<file path="config.mk">
export PLATFORM = sky130hd
export DESIGN_NAME = snake_scan_ctrl_flat
export DESIGN_NICKNAME = d
export VERILOG_FILES = /design/src/rtl/snake_scan_ctrl_if.sv /design/src/rtl/snake_scan_ctrl.sv /design/src/flat_wrapper.sv
export SDC_FILE = /design/constraint.sdc
export NUM_CORES = 1
export LEC_CHECK = 0
export ABC_CLOCK_PERIOD_IN_PS = 2350
export CAP_MARGIN = 10
export CELL_PAD_IN_SITES_DETAIL_PLACEMENT = 1
export CELL_PAD_IN_SITES_GLOBAL_PLACEMENT = 1
export CORE_MARGIN = 5
export CORE_UTILIZATION = 38
export DETAILED_ROUTE_END_ITERATION = 10
export PLACE_DENSITY = 0.86
export SKIP_CTS_REPAIR_TIMING = 1
export SLEW_MARGIN = 30
export SYNTH_ARGS = -nofsm -noshare
export SYNTH_HDL_FRONTEND = slang
export SYNTH_SLANG_ARGS = --single-unit
</file>
<file path="constraint.sdc">
create_clock -name clk -period 2.35 [get_ports clk]
set_input_delay 0.705 -clock clk [delete_from_list [all_inputs] [get_ports clk]]
set_output_delay 0.705 -clock clk [all_outputs]
set_load 0.02 [all_outputs]
</file>
<file path="src/rtl/snake_scan_ctrl_if.sv">
// snake_scan_ctrl_if: control, status and window-coordinate bundle between the layer controller and snake_scan_ctrl
interface snake_scan_ctrl_if #(parameter int DIM_W = 9);
  logic             start;
  logic [DIM_W-1:0] row;
  logic [DIM_W-1:0] col;
  logic             busy;
  logic             done;
  logic             cfg_err;
  logic             stack_en;
  logic             shift_dir;
  logic             turn;
  logic             win_valid;
  logic [DIM_W-1:0] win_row;
  logic [DIM_W-1:0] win_col;
  logic [19:0]      cycle_cnt;
  modport master (
    output start, row, col,
    input  busy, done, cfg_err, stack_en, shift_dir, turn, win_valid, win_row, win_col, cycle_cnt
  );
  modport slave (
    input  start, row, col,
    output busy, done, cfg_err, stack_en, shift_dir, turn, win_valid, win_row, win_col, cycle_cnt
  );
endinterface

</file>
<file path="src/rtl/snake_scan_ctrl.sv">
// snake_scan_ctrl: serpentine KxK window scan sequencer for one layer pass.
// Optional busy-cycle counter built only when SNAKE_CTRL_STATS_EN is defined.
module snake_scan_ctrl #(
  parameter int DIM_W = 9,
  parameter int K     = 3
) (
  input  logic                clk,
  input  logic                rst_n,
  snake_scan_ctrl_if.slave    bus
);
  typedef enum logic [2:0] {IDLE, SETUP, RUN, TURN, DONE} state_t;
  localparam logic [DIM_W-1:0] KW  = DIM_W'(K);
  localparam logic [DIM_W-1:0] ONE = DIM_W'(1);
  state_t           state_q, state_d;
  logic [DIM_W-1:0] lim_r_q, lim_r_d, lim_c_q, lim_c_d;
  logic [DIM_W-1:0] wr_q, wr_d, wc_q, wc_d;
  logic             dir_q, dir_d, err_q, err_d, row_end;
  always_comb begin
    state_d = state_q;
    lim_r_d = lim_r_q;
    lim_c_d = lim_c_q;
    wr_d    = wr_q;
    wc_d    = wc_q;
    dir_d   = dir_q;
    err_d   = 1'b0;
    row_end = dir_q ? (wc_q == '0) : (wc_q == lim_c_q);
    case (state_q)
      IDLE: if (bus.start) begin
        if (bus.row < KW || bus.col < KW) begin
          err_d = 1'b1;
        end else begin
          state_d = SETUP;
          lim_r_d = bus.row - KW;
          lim_c_d = bus.col - KW;
          wr_d    = '0;
          wc_d    = '0;
          dir_d   = 1'b0;
        end
      end
      SETUP: state_d = RUN;
      RUN: if (row_end) state_d = (wr_q < lim_r_q) ? TURN : DONE;
        else wc_d = dir_q ? wc_q - ONE : wc_q + ONE;
      // the column is not stepped here, so the new row starts on the end column
      TURN: begin
        state_d = RUN;
        wr_d    = wr_q + ONE;
        dir_d   = ~dir_q;
      end
      DONE: begin
        state_d = IDLE;
        wr_d    = '0;
        wc_d    = '0;
        dir_d   = 1'b0;
      end
      default: state_d = IDLE;
    endcase
  end
  always_ff @(posedge clk or negedge rst_n) begin
    if (!rst_n) begin
      state_q <= IDLE;
      lim_r_q <= '0;
      lim_c_q <= '0;
      wr_q    <= '0;
      wc_q    <= '0;
      dir_q   <= 1'b0;
      err_q   <= 1'b0;
    end else begin
      state_q <= state_d;
      lim_r_q <= lim_r_d;
      lim_c_q <= lim_c_d;
      wr_q    <= wr_d;
      wc_q    <= wc_d;
      dir_q   <= dir_d;
      err_q   <= err_d;
    end
  end
  assign bus.busy      = state_q != IDLE;
  assign bus.done      = state_q == DONE || err_q;
  assign bus.cfg_err   = err_q;
  assign bus.stack_en  = state_q == SETUP || state_q == RUN || state_q == TURN;
  assign bus.shift_dir = dir_q;
  assign bus.turn      = state_q == TURN;
  assign bus.win_valid = state_q == RUN;
  assign bus.win_row   = wr_q;
  assign bus.win_col   = wc_q;
`ifdef SNAKE_CTRL_STATS_EN
  logic [19:0] cnt_q, cnt_d;
  always_comb begin
    cnt_d = (state_q == IDLE && state_d == SETUP) ? '0 :
            (state_q != IDLE && cnt_q != '1) ? cnt_q + 20'd1 : cnt_q;
  end
  always_ff @(posedge clk or negedge rst_n) begin
    if (!rst_n) cnt_q <= '0;
    else cnt_q <= cnt_d;
  end
  assign bus.cycle_cnt = cnt_q;
`else
  assign bus.cycle_cnt = '0;
`endif
endmodule

</file>
<file path="src/flat_wrapper.sv">
// flat-port wrapper written by rule: the top's interface ports become plain ports
module snake_scan_ctrl_flat 
#(
  parameter int DIM_W = 9,
  parameter int K     = 3
)
  (clk, rst_n, bus_start, bus_row, bus_col, bus_busy, bus_done, bus_cfg_err, bus_stack_en, bus_shift_dir, bus_turn, bus_win_valid, bus_win_row, bus_win_col, bus_cycle_cnt);
  snake_scan_ctrl_if #(.DIM_W(DIM_W)) bus_i ();
  input  logic clk;
  input  logic rst_n;
  input wire logic [$bits(bus_i.start)-1:0] bus_start;
  input wire logic [$bits(bus_i.row)-1:0] bus_row;
  input wire logic [$bits(bus_i.col)-1:0] bus_col;
  output wire logic [$bits(bus_i.busy)-1:0] bus_busy;
  output wire logic [$bits(bus_i.done)-1:0] bus_done;
  output wire logic [$bits(bus_i.cfg_err)-1:0] bus_cfg_err;
  output wire logic [$bits(bus_i.stack_en)-1:0] bus_stack_en;
  output wire logic [$bits(bus_i.shift_dir)-1:0] bus_shift_dir;
  output wire logic [$bits(bus_i.turn)-1:0] bus_turn;
  output wire logic [$bits(bus_i.win_valid)-1:0] bus_win_valid;
  output wire logic [$bits(bus_i.win_row)-1:0] bus_win_row;
  output wire logic [$bits(bus_i.win_col)-1:0] bus_win_col;
  output wire logic [$bits(bus_i.cycle_cnt)-1:0] bus_cycle_cnt;
  assign bus_i.start = bus_start;
  assign bus_i.row = bus_row;
  assign bus_i.col = bus_col;
  assign bus_busy = bus_i.busy;
  assign bus_done = bus_i.done;
  assign bus_cfg_err = bus_i.cfg_err;
  assign bus_stack_en = bus_i.stack_en;
  assign bus_shift_dir = bus_i.shift_dir;
  assign bus_turn = bus_i.turn;
  assign bus_win_valid = bus_i.win_valid;
  assign bus_win_row = bus_i.win_row;
  assign bus_win_col = bus_i.win_col;
  assign bus_cycle_cnt = bus_i.cycle_cnt;
  snake_scan_ctrl #(.DIM_W(DIM_W), .K(K)) u_core (.clk(clk), .rst_n(rst_n), .bus(bus_i));
endmodule
</file>
=== After elaboration in Yosys (flattened, before gate mapping) ===
Index checks and enable logic that the tools add are counted.

* Register bits after elaboration: 41
* Input bits: 21
* Output and inout bits: 45
* Logic and storage cells: 58

* Bitwise logic cells: 2
* $add $sub $neg: 5
* Reduce and logical (&&, ||, !) cells: 14
* $lt $le $gt $ge: 3
* Eq/ne operators: 9
* Muxes and demuxes: 18

{| class="wikitable"
|+ Operators with widths
! operator !! count
|-
| 9-bit case mux with 3 select lines || 2
|-
| 9-bit two-way mux || 4
|-
| 9-bit by 1-bit adder with 9-bit output (second input constant) || 2
|-
| 9-bit by 2-bit less-than comparator with 1-bit output (second input constant) || 2
|-
| 9-bit by 2-bit subtractor with 9-bit output (second input constant) || 2
|-
| 3-bit two-way mux || 4
|-
| 9-bit == test || 1
|-
| 9-bit logical NOT || 1
|-
| 9-bit less-than comparator || 1
|-
| 3-bit case mux with 3 select lines || 1
|-
| 3-bit AND reduction || 3
|-
| 3-bit nonzero test || 3
|-
| 9-bit by 1-bit subtractor with 9-bit output (second input constant) || 1
|-
| 3-bit by 2-bit == test with 1-bit output (second input constant) || 2
|-
| 1-bit two-way mux || 6
|-
| 2-bit != test (second input constant) || 3
|-
| 1-bit logical OR || 4
|-
| 4-bit AND reduction || 1
|-
| 3-bit by 1-bit == test with 1-bit output (second input constant) || 1
|-
| 3-bit == test (second input constant) || 1
|-
| 3-bit logical NOT || 1
|-
| 1-bit case mux with 3 select lines || 1
|-
| 2-bit by 1-bit != test with 1-bit output (second input constant) || 1
|-
| 1-bit inverter || 2
|-
| 2-bit OR reduction || 1
|}

=== Depth between registers and ports, before layout ===
Gate-level depths: netlist of run 1.

* Depth after elaboration: 5
* Gate-level depth with buffers: 8

=== Worst setup path after synthesis of run 1 ===
OpenSTA, ideal clock, no wires.

* Kind: flip-flop to flip-flop
* Start: register u_core.dir_q (netlist: u_core.bus.shift_dir)
* End: register u_core.wc_q[8] (netlist: u_core.bus.win_col[8])
* Stages on the path, launching flop included: 8
* Setup slack: 0.124 ns
* Arrival time: 2.099 ns
* Clock period less this slack: 2.226 ns
* Library setup time: 0.126 ns
* Cell sequence: dfrtp_1 ha_1 and3_1 a2111oi_2 a21oi_1 xnor2_1 a21oi_1 o21ai_0

* Cells in the longest elaborated chain, start to end: 3

{| class="wikitable"
|+ RTL lines
! element !! RTL line !! RTL
|-
| start: declaration || snake_scan_ctrl.sv:17 || <nowiki>logic dir_q, dir_d, err_q, err_d, row_end;</nowiki>
|-
| start signal: assignment || snake_scan_ctrl.sv:73 || <nowiki>dir_q <= dir_d;</nowiki>
|-
| 9-bit two-way mux / 1-bit two-way mux (equally long branches) || snake_scan_ctrl.sv:42, snake_scan_ctrl.sv:26 ||
|-
| 9-bit two-way mux / 2-bit != test (equally long branches) || - ||
|-
| 9-bit case mux with 3 select lines / 4-bit AND reduction (equally long branches) || - ||
|-
| end signal: assignment || snake_scan_ctrl.sv:72 || <nowiki>wc_q <= wc_d;</nowiki>
|-
| end: declaration || snake_scan_ctrl.sv:16 || <nowiki>logic [DIM_W-1:0] wr_q, wr_d, wc_q, wc_d;</nowiki>
|}

Several ways; a longest one is shown, not always the timed one. The select of a mux whose other input is x is not followed.
A chain may end at the register's enable or synchronous reset.

=== Worst setup path in the final report of run 1 ===
* Start: register u_core.dir_q (netlist: u_core.bus.shift_dir)
* End: output bus_shift_dir

{| class="wikitable"
|+ RTL lines
! element !! RTL line !! RTL
|-
| end: declaration || flat_wrapper.sv:18 || <nowiki>output wire logic [$bits(bus_i.shift_dir)-1:0] bus_shift_dir;</nowiki>
|}

No word-level cell between the ends.

==> results.py, run 1 <==
metrics = {
    "cells_and_area": {
        "fillerInstances": 836,
        "seq_area_sq_mm": 0.00103,
        "diodes": 0,
        "stdcell_count": 492,
        "fin_area_sq_mm": 0.00375,
        "layout_common_cells": "44 x buf_4, 39 x dfrtp_1, 34 x nand2_1",
        "area_delta_synth_final_pct": 34.9,
        "nNetsFinal": 432,
        "drive_above_1_share_pct": 18.6,
        "post-route-util_pct": 52.2,
        "final_common_cell": "buf_4",
        "multi_input_area_sq_mm": 0.00163,
    },
    "die": {
        "die_area_sq_mm": 0.00912,
        "fp.dieW_microns": 95.5,
        "fp.coreArea_sq_mm": 0.00718,
        "rows": 31,
        "die_y_microns": 95.5,
        "start_util_pct": 38.7,
        "pin_count": 66,
    },
    "timing": {
        "final_hold_viol_count": 0,
        "max_freq_mhz": 443,
        "worst_pin_slew_ns": 0.682,
        "grt_setup_unrepaired": "no",
        "hold_ws_ns": 0.467,
        "finalCriticalPeriod_ns": 2.26,
        "skew_ns": 0.00830,
        "finalCritPeriodShare_pct": 96.0,
        "setup_ws_ns": 0.0943,
        "slew_violations": 0,
        "setup_violations": 0,
        "fin_tns_setup_ns": 0,
        "max-slew-margin-rel_pct": 54.3,
    },
    "synthesis": {
        "async_flop_share_pct": 100,
        "synth_warnings": 0,
        "synth_top_flop_cell": "dfrtp_1",
        "synthCells": 298,
        "synth-seq-cells": 41,
        "synth-edff-count": 0,
        "ys_seq_area_share_pct": 36.9,
        "syn-mean-instance-area_sq_um": 9.32,
        "synth_area_sq_mm": 0.00278,
        "post_synth_num_cell_types": 51,
    },
    "pwr": {
        "clockPowerShare_pct": 8.6,
        "peakVddDrop_uv": 358,
        "switching_power_mw": 2.38,
        "sw_frac_of_total_pct": 45.4,
        "power_leakage_nw": 1.86,
        "cellPowerDensity_mw_per_mm2": 1400,
        "power.internal_mw": 2.85,
        "finalPower_mw": 5.23,
        "power_frac_seq_pct": 26.6,
        "share_comb_of_total_power_pct": 64.8,
    },
    "clocking": {
        "cts_buffer_depth": 2,
        "tritoncts": "yes",
        "clockRootBuffer": "clkbuf_8",
        "cts_buffers": 5,
        "clkLatencyLatePin_ns": 0.29,
        "cts.htree.levels": 2,
        "clk_pin_slew_ns": 0.08,
        "cts_sinks": 41,
    },
    "placed_design": {
        "dp_hpwl_microns": 6330,
        "port_buffers": 45,
        "place_congestion": 0.803,
        "postPlaceCellArea_sq_mm": 0.00355,
        "dp.cells": 478,
        "place_ws_ns": -0.389,
    },
    "drt": {
        "dr.pass1.iters": 4,
        "drc": 0,
        "ant_nets": 0,
        "routedWlPerCell_microns": 16.5,
        "via_per_inst": 5.09,
        "wl_microns": 8130,
        "vias": 2504,
        "drtIter0Drc": 114,
    },
    "critical_path": {
        "end_kind": "output pin",
        "worstPathRequired_ns": 1.64,
        "r2r-start": "u_core.bus.shift_dir",
        "rr_endpoint": "u_core.bus.win_col[8]",
        "r2r_cells": 7,
        "rrSetupSlack_ns": 0.12,
        "critPathMaxFanout": 6,
        "cp.arrival_ns": 1.55,
        "cp-start-kind": "flip-flop",
        "path_class": "flip-flop to output pin",
    },
    "global_route": {
        "grt_pass1_wl_microns": 12800,
        "antenna_found_initial": 0,
        "overflow": 0,
        "grt_pass1_vias": 2665,
        "grt_max_degree": 42,
        "grt_usage_pct": 17.9,
    },
    "min_path": {
        "holdCritPathClass": "input port to async pin",
    },
    "status": {
        "outcome": "finished clean",
    },
    "run": {
        "drv_cap": 0,
    },
}
[flip-flops by register name (all words and copies together), names as in the netlist]
name	count
u_core.bus.win_col	9
u_core.bus.shift_dir	1
u_core.lim_c_q	9
u_core.bus.win_row	9
u_core.bus.cfg_err	1
u_core.lim_r_q	9
u_core.state_q	3
[worst max-delay path, cell delays in order (launching register included)]
cell and delay (ns):
dfrtp_2 0.44, clkbuf_2 0.19, clkdlybuf4s50_1 0.62
[cell type report]
cell class | instances | area share [%]
Clock inverter | 2 | 0.267
Clock buffer | 6 | 1.94
Sequential cell | 41 | 27.4
Timing Repair Buffer | 92 | 22.1
Multi-Input combinational cell | 238 | 43.6
Tap cell | 99 | 3.31
Inverter | 14 | 1.40
[per-layer routing]
metal / routed length, microns / vias up / track usage [%]
li1: - / 1181 / -
met1: 3470 / 1233 / 22.2
met2: 4080 / 71 / 31.3
met3: 366 / 19 / 2.68
met4: 210 / 0 / 6.99
met5: 0 / - / 0
[logic make-up after synthesis]
kind of cell	count (synthesis)	synth area share [%]
buffers and inverters	38	8.24
and+or+nand+nor	103	18.6
muxes	3	1.13
DFF	41	36.9
other	1	0.135
AOI/OAI and AO/OA	58	15.1
adders and majority gates	19	8.83
xor gates and xnor gates	35	11.0
[Yosys cell counts (2+ instances only)]
| master | n | share of area, % |
|---|---|---|
| xnor2_1 | 14 | 4.4 |
| o21ai_1 | 9 | 1.6 |
| nor4_1 | 6 | 1.4 |
| and3_1 | 6 | 1.4 |
| a2111oi_4 | 2 | 2.0 |
| inv_1 | 14 | 1.9 |
| nand3_1 | 3 | 0.54 |
| buf_4 | 20 | 5.4 |
| nor3_1 | 9 | 1.6 |
| and2_1 | 3 | 0.68 |
| nand4_1 | 2 | 0.45 |
| dfrtp_1 | 41 | 37 |
| o31ai_1 | 3 | 0.81 |
| o21a_1 | 3 | 0.81 |
| o21ai_0 | 12 | 2.2 |
| nand2b_1 | 3 | 0.68 |
| nand2_1 | 34 | 4.6 |
| a31oi_1 | 2 | 0.45 |
| ha_1 | 18 | 8.1 |
| xor2_1 | 21 | 6.6 |
| a22o_1 | 4 | 1.3 |
| nor2b_1 | 2 | 0.45 |
| a21oi_1 | 12 | 2.2 |
| mux2i_1 | 2 | 0.72 |
| a21o_1 | 3 | 0.81 |
| buf_2 | 3 | 0.54 |
| nor2_1 | 23 | 3.1 |
[worst max-delay path by stage]
stage,start,end,slack [ns]
after floorplan,u_core.bus.shift_dir,u_core.bus.win_col[8],0.12
after global placement,bus_col[1],u_core.bus.shift_dir,-0.29
after detailed placement,bus_row[0],u_core.state_q[0],-0.39
after CTS,u_core.state_q[0],bus_done,-0.23
after global routing,bus_col[4],u_core.bus.win_col[6],0.002
final,u_core.bus.shift_dir,bus_shift_dir,0.09
[power by group through the flow]
| stage | logic, mW | registers (mW) | clock network, mW |
|---|---|---|---|
| 6_report | 3.39 | 1.39 | 0.449 |
| 5_1_grt | 3.70 | 1.44 | 0.485 |
| 4_1_cts | 3.27 | 1.40 | 0.458 |
| 3_5_place_dp | 3.22 | 1.41 | 0 |
| 3_3_place_gp | 3.03 | 1.38 | 0 |
| 2_1_floorplan | 1.85 | 1.56 | 0 |
Note: power is estimated with default switching activity, not from simulation.
==> run 2, diff against run 1 <==
--- a/config.mk
+++ b/config.mk
@@ -11,6 +11,7 @@
 export CELL_PAD_IN_SITES_GLOBAL_PLACEMENT = 1
 export CORE_MARGIN = 5
 export CORE_UTILIZATION = 38
+export CTS_CLUSTER_DIAMETER = 40
 export DETAILED_ROUTE_END_ITERATION = 10
 export PLACE_DENSITY = 0.86
 export SKIP_CTS_REPAIR_TIMING = 1
==> results of run 2 <==
The final DEF is identical to that of run 1; final timing and power are the same.
